[src/rtl/cuenta_atras.sv]
// ---------------------------------------------------------------------------
// cuenta_atras -- loadable down-counter with run / pause control.
//
// A value is loaded while the counter is idle (or paused), then each tick
// pulse decrements it while running.  Reaching zero produces a one-cycle
// done pulse.  With RELOAD=1 the counter restarts from the last loaded value
// after each expiry unless stop is held during the done cycle or that value
// is zero.
//
// Parameters
//   WIDTH   width of count / load value (intended range 2..16)
//   RELOAD  1 = automatic reload and restart after expiry
//
// Ports
//   clock       in   system clock, rising edge
//   reset_n     in   asynchronous active-low reset
//   tick        in   decrement qualifier (one-cycle prescaler pulse)
//   load        in   capture load_value into count and reload register
//   load_value  in   WIDTH  value to load
//   start       in   start / resume request
//   stop        in   pause request
//   count       out  WIDTH  remaining count (registered)
//   busy        out  high while running or paused
//   done        out  one-cycle pulse per expiry (registered)
//   zero        out  combinational, count == 0
// ---------------------------------------------------------------------------
module cuenta_atras #(
  parameter int WIDTH  = 8,
  parameter bit RELOAD = 1'b0
) (
  input  logic             clock,
  input  logic             reset_n,
  input  logic             tick,
  input  logic             load,
  input  logic [WIDTH-1:0] load_value,
  input  logic             start,
  input  logic             stop,
  output logic [WIDTH-1:0] count,
  output logic             busy,
  output logic             done,
  output logic             zero
);

  typedef enum logic [1:0] {
    S_IDLE  = 2'd0,
    S_RUN   = 2'd1,
    S_PAUSE = 2'd2,
    S_DONE  = 2'd3
  } state_t;

  localparam logic [WIDTH-1:0] ONE = WIDTH'(1);

  state_t           state_q, state_d;
  logic [WIDTH-1:0] count_q, count_d;
  logic [WIDTH-1:0] reload_q, reload_d;
  logic             done_q, done_d;

  always_ff @(posedge clock or negedge reset_n) begin
    if (!reset_n) begin
      state_q  <= S_IDLE;
      count_q  <= '0;
      reload_q <= '0;
      done_q   <= 1'b0;
    end else begin
      state_q  <= state_d;
      count_q  <= count_d;
      reload_q <= reload_d;
      done_q   <= done_d;
    end
  end

  always_comb begin
    state_d  = state_q;
    count_d  = count_q;
    reload_d = reload_q;

    case (state_q)
      S_IDLE: begin
        // A simultaneous start is dropped; only the load happens this cycle.
        if (load) begin
          count_d  = load_value;
          reload_d = load_value;
        end else if (start) begin
          state_d = (count_q == '0) ? S_DONE : S_RUN;
        end
      end

      S_RUN: begin
        // stop wins over tick, so a coincident tick is lost.
        if (stop) begin
          state_d = S_PAUSE;
        end else if (tick) begin
          // <= also covers a zero count, so the counter can never wrap.
          if (count_q <= ONE) begin
            count_d = '0;
            state_d = S_DONE;
          end else begin
            count_d = count_q - ONE;
          end
        end
      end

      S_PAUSE: begin
        if (load) begin
          count_d  = load_value;
          reload_d = load_value;
          state_d  = S_IDLE;
        end else if (start && !stop) begin
          state_d = S_RUN;
        end
      end

      S_DONE: begin
        count_d = '0;
        state_d = S_IDLE;
        if (RELOAD && !stop && (reload_q != '0)) begin
          count_d = reload_q;
          state_d = S_RUN;
        end
      end

      default: begin
        state_d = S_IDLE;
      end
    endcase
  end

  // done is its own flop so it is a clean registered pulse for one cycle.
  assign done_d = (state_d == S_DONE);

  assign count = count_q;
  assign busy  = (state_q == S_RUN) || (state_q == S_PAUSE);
  assign done  = done_q;
  assign zero  = (count_q == '0);

endmodule

[config.mk]
export PLATFORM = sky130hd
export DESIGN_NAME = cuenta_atras
export DESIGN_NICKNAME = d
export VERILOG_FILES = /design/src/rtl/cuenta_atras.sv
export SDC_FILE = /design/constraint.sdc
export NUM_CORES = 1
export LEC_CHECK = 0
export CAP_MARGIN = 30
export CELL_PAD_IN_SITES_DETAIL_PLACEMENT = 1
export CELL_PAD_IN_SITES_GLOBAL_PLACEMENT = 1
export CORE_MARGIN = 2
export CORE_UTILIZATION = 28
export CTS_BUF_LIST = sky130_fd_sc_hd__clkbuf_16
export DETAILED_ROUTE_END_ITERATION = 16
export PLACE_DENSITY = 0.7
export REMOVE_ABC_BUFFERS = 1
export SKIP_CTS_REPAIR_TIMING = 1
export SLEW_MARGIN = 40
export SYNTH_ARGS = -nofsm -noshare
export SYNTH_HDL_FRONTEND = slang
export SYNTH_SLANG_ARGS = --single-unit
[constraint.sdc]
create_clock -name clock -period 1.85 [get_ports clock]
set_input_delay 0.37 -clock clock [delete_from_list [all_inputs] [get_ports clock]]
set_output_delay 0.37 -clock clock [all_outputs]
set_load 0.01 [all_outputs]
==> results summary <==
The run finished with clean final reports. Clock-pin slew was measured on the worst setup and hold paths at 0.04 ns. The detailed-route via count came out at 940. The initialized floorplan defines 19 standard-cell rows. The number of pins with negative max-slew slack in the final report came to 0. The setup slack on the worst flop-to-flop path came out at 0.07 ns.

The leakage dissipation came out at 0.637 nW. Of all cell types, the one taking the most synthesized area is dfrtp_1. For this run, design rule violations remaining after detail routing come to 0. For this configuration, the core starts out at a cell density of 29.9%. In this run the horizontal extent of the chip is 58.8 µm. Dividing the detail-routed wire length by the instance count gives 17.2 µm.

The count of final hold-check violations came out at 0. The met1 routing resource usage after global routing is 23.5%. In this design, the largest share of critical-path delay is due to compound AO/OA/AOI/OAI gates. The clock latency on the worst-skew pair came out at 0.24 ns.

The reg-to-reg critical path startpoint is count[0]$_DFFE_PN0P_. Setup violations remaining at the end of the flow were counted as 0. The total wire length is 2980 µm. The total grt overflow is 0.

The mean cell area of the mapped netlist came out at 8.84 µm². Ranked by total cell area, the synthesized netlist is headed by dfrtp_1 (33%), ha_1 (10%), o21ai_0 (5.4%). On the worst path, the slowest cell contributes a delay of 0.36 ns.

In this run, CTS created clock tree buffers numbering 3. After routing, the total negative slack on setup checks comes to 0 ns. The number of I/O pins came out at 25. The worst setup path is launched from a flop. The count of nets left with antenna violations once routing finished came out at 0.

TritonCTS built the clock tree. Traced cell by cell, the critical path runs through inv_1 > ha_1 > or2_2 > a31o_4 > o41ai_2 > a22o_1. The critical path is of the reg2reg type. The worst path arrival time came out at 1.96 ns. The worst slew margin relative to its limit is 66.8%.

The count of input and output buffers came out at 24. The finished cells cover 1380 µm². For this run, the total global-route usage over all layers was measured as 18.3%. The final worst clock skew is 0.00263 ns. The region available for standard cell placement spans 2810 µm².

CTS placed an instance of clkbuf_16 at the clock tree root. STA classifies the critical path endpoint as a flop. The sequential-to-total area share from yosys stat came out at 32.8%.

The number of cells produced by synthesis came out at 95. The worst-case vdd ir drop is 0.837 mV. The shortest clock period the worst path allows after layout came out at 1.78 ns. No sink is reached through more buffers than the 2 on the longest clock path. The area overhead of the layout relative to synthesis came out at 63.8%.

The non-filler instance count after layout came out at 173. In the routed layout, each cell is associated on average with a via count of 5.43. The first routing iteration left 13 violations. The largest individual stage delay along the critical path comes from the cell dfrtp_1.

In this run, placement finished with an instance count of 165. The slew at the pin closest to its max-slew limit is 0.496 ns. The met2 usage is 31.6%. The largest net degree at the start of global routing is 12.

The fraction of met3 tracks used by global routing came out at 4.62%. In the final layout, the share of cells above drive strength 1 is 21.8%. The die covers 3450 µm². The deepest level of the CTS H-tree came out at 1. The ratio of final minimum period to clock period came out at 96.4%. The number of warning messages in the yosys log came out at 0.

The estimated wirelength of the detail-placed design came out at 2170 µm. The logic depth of the worst register-to-register path came out at 6. The final weighted congestion of routability-driven global placement is 0.770. The count of maximum capacitance violations came out at 0. The initial antenna violation count is 0. The register bit total from synthesis came out at 11. The total power per unit cell area came out at 1940 nW/µm². The summed instance area of the synthesized netlist came out at 840 µm². Measured along the y axis, the die boundary spans 58.8 µm. The number of library cell types mapped by synthesis came out at 35. The area fraction of the dominant cell type after synthesis came out at 32.8%. met2 is the most crowded layer. The largest driver fanout on the critical path is 5. Together, buffers and inverters on the worst path number 1. Data on the critical path is required at its endpoint by 2.03 ns. The number of global-route vias before repair was 958. The detailed-routing iteration count for the pre-antenna-repair pass is 4.

The cell area after placement is 1230 µm². The highest clock frequency the design can meet is 561 MHz. The number of antenna repair diodes is 0. The first-pass GRT wire length is 4780 µm. The sink count of the clock tree is 11. The type of the tightest min-delay check is in2async.

The worst register-to-register path ends at count[5]$_DFFE_PN0P_. The net total in the final layout came out at 164.
[layer usage]
layer	share of wire [%]	up-vias	routed length [µm]
li1	-	451	-
met1	44	473	1300
met5	0	-	0
met3	2.8	2	82
met4	0.47	0	14
met2	53	14	1580
[cell usage after synthesis, drive strengths merged]
library cell,number
and4,1
a21oi,2
or4b,1
nor3,2
clkbuf,1
o2bb2ai,2
a22oi,2
nand2,8
o21ba,1
buf,1
inv,6
a32oi,1
nor2,7
o41ai,1
nor4bb,1
dfrtp,11
or4,1
o31ai,1
nand4,1
o32ai,1
a2bb2oi,3
nor4,2
nand2b,4
nand3,2
ha,7
a21boi,1
o21ai,12
a31o,1
and3,2
nor2b,3
or2,1
a221o,1
a22o,4
[placed cells by master, fill, tap and decap left out, types with 2 or more instances in the layout]
master / synthesis / final
clkdlybuf4s50_1: 0 / 22
buf_4: 1 / 21
dfrtp_1: 11 / 11
nand2_1: 8 / 8
inv_1: 6 / 7
nor2_1: 7 / 7
ha_1: 7 / 7
o21ai_0: 9 / 6
o21ai_1: 3 / 5
nand2b_1: 4 / 4
a22o_1: 4 / 4
nor2b_1: 3 / 3
a2bb2oi_1: 3 / 3
clkbuf_16: 0 / 3
nor3_1: 2 / 2
a22oi_1: 2 / 2
and3_1: 2 / 2
nand3_1: 2 / 2
o2bb2ai_1: 2 / 2
a21oi_1: 2 / 2
dlymetal6s2s_1: 0 / 2
[sequential cells by signal, indices dropped and copies added, names as in the netlist]
signal	count
count	8
state_q	2
done	1
[worst max path at each step]
stage	cells past startpoint	endpoint	start	slack, ns
after global placement	5	done$_DFF_PN0_	stop	0.05
after detailed placement	5	done$_DFF_PN0_	load	-0.009
final	6	count[5]$_DFFE_PN0P_	count[0]$_DFFE_PN0P_	0.07
after floorplan	6	count[5]$_DFFE_PN0P_	count[0]$_DFFE_PN0P_	-0.04
after global routing	6	done$_DFF_PN0_	count[4]$_DFFE_PN0P_	-0.02
after CTS	3	zero	count[3]$_DFFE_PN0P_	-0.21
[power by group]
group	switching (mW)	total, mW	internal, mW
Clock	0.108	0.392	0.284
Combinational	0.916	1.84	0.926
Sequential	0.0890	0.439	0.350
[logic make-up after synthesis]
kind of cell / after synthesis / share of synthesized area [%]
and+or+nand+nor: 36 / 24.9
DFF: 11 / 32.8
AOI/OAI and AO/OA: 33 / 27.9
adders and majority gates: 7 / 10.4
buffers and inverters: 8 / 4.02
[worst reg2reg max path, stage by stage (launching register included)]
cell and delay, ns:
dfrtp_1 0.36, inv_1 0.07, ha_1 0.23, or2_2 0.33
a31o_4 0.26, o41ai_2 0.29, a22o_1 0.18
[cell type report]
class	instances	area [µm²]
fillers	342	1430
multi-input cells	76	557
inverters	6	22.5
clock buffers	3	75.1
clock inverters	1	3.75
flip-flops and latches	11	275
well taps	31	38.8
repair buffers	45	403
[stage by stage]
stage | power (mW) | utilization (%) | hold slack, ns | worst slack [ns]
finish | 2.67 | 49.0 | 0.470 | 0.0667
global route | 2.88 | 49.0 | 0.533 | -0.0152
CTS | 2.55 | 46.8 | 0.491 | -0.206
detailed placement | 2.13 | 44.0 | 0.510 | -0.00888
global placement | 2.06 | 44.0 | 0.504 | 0.0506
floorplan | 1.34 | - | 0.0744 | -0.0418
Power figures use the tool's default switching activity.
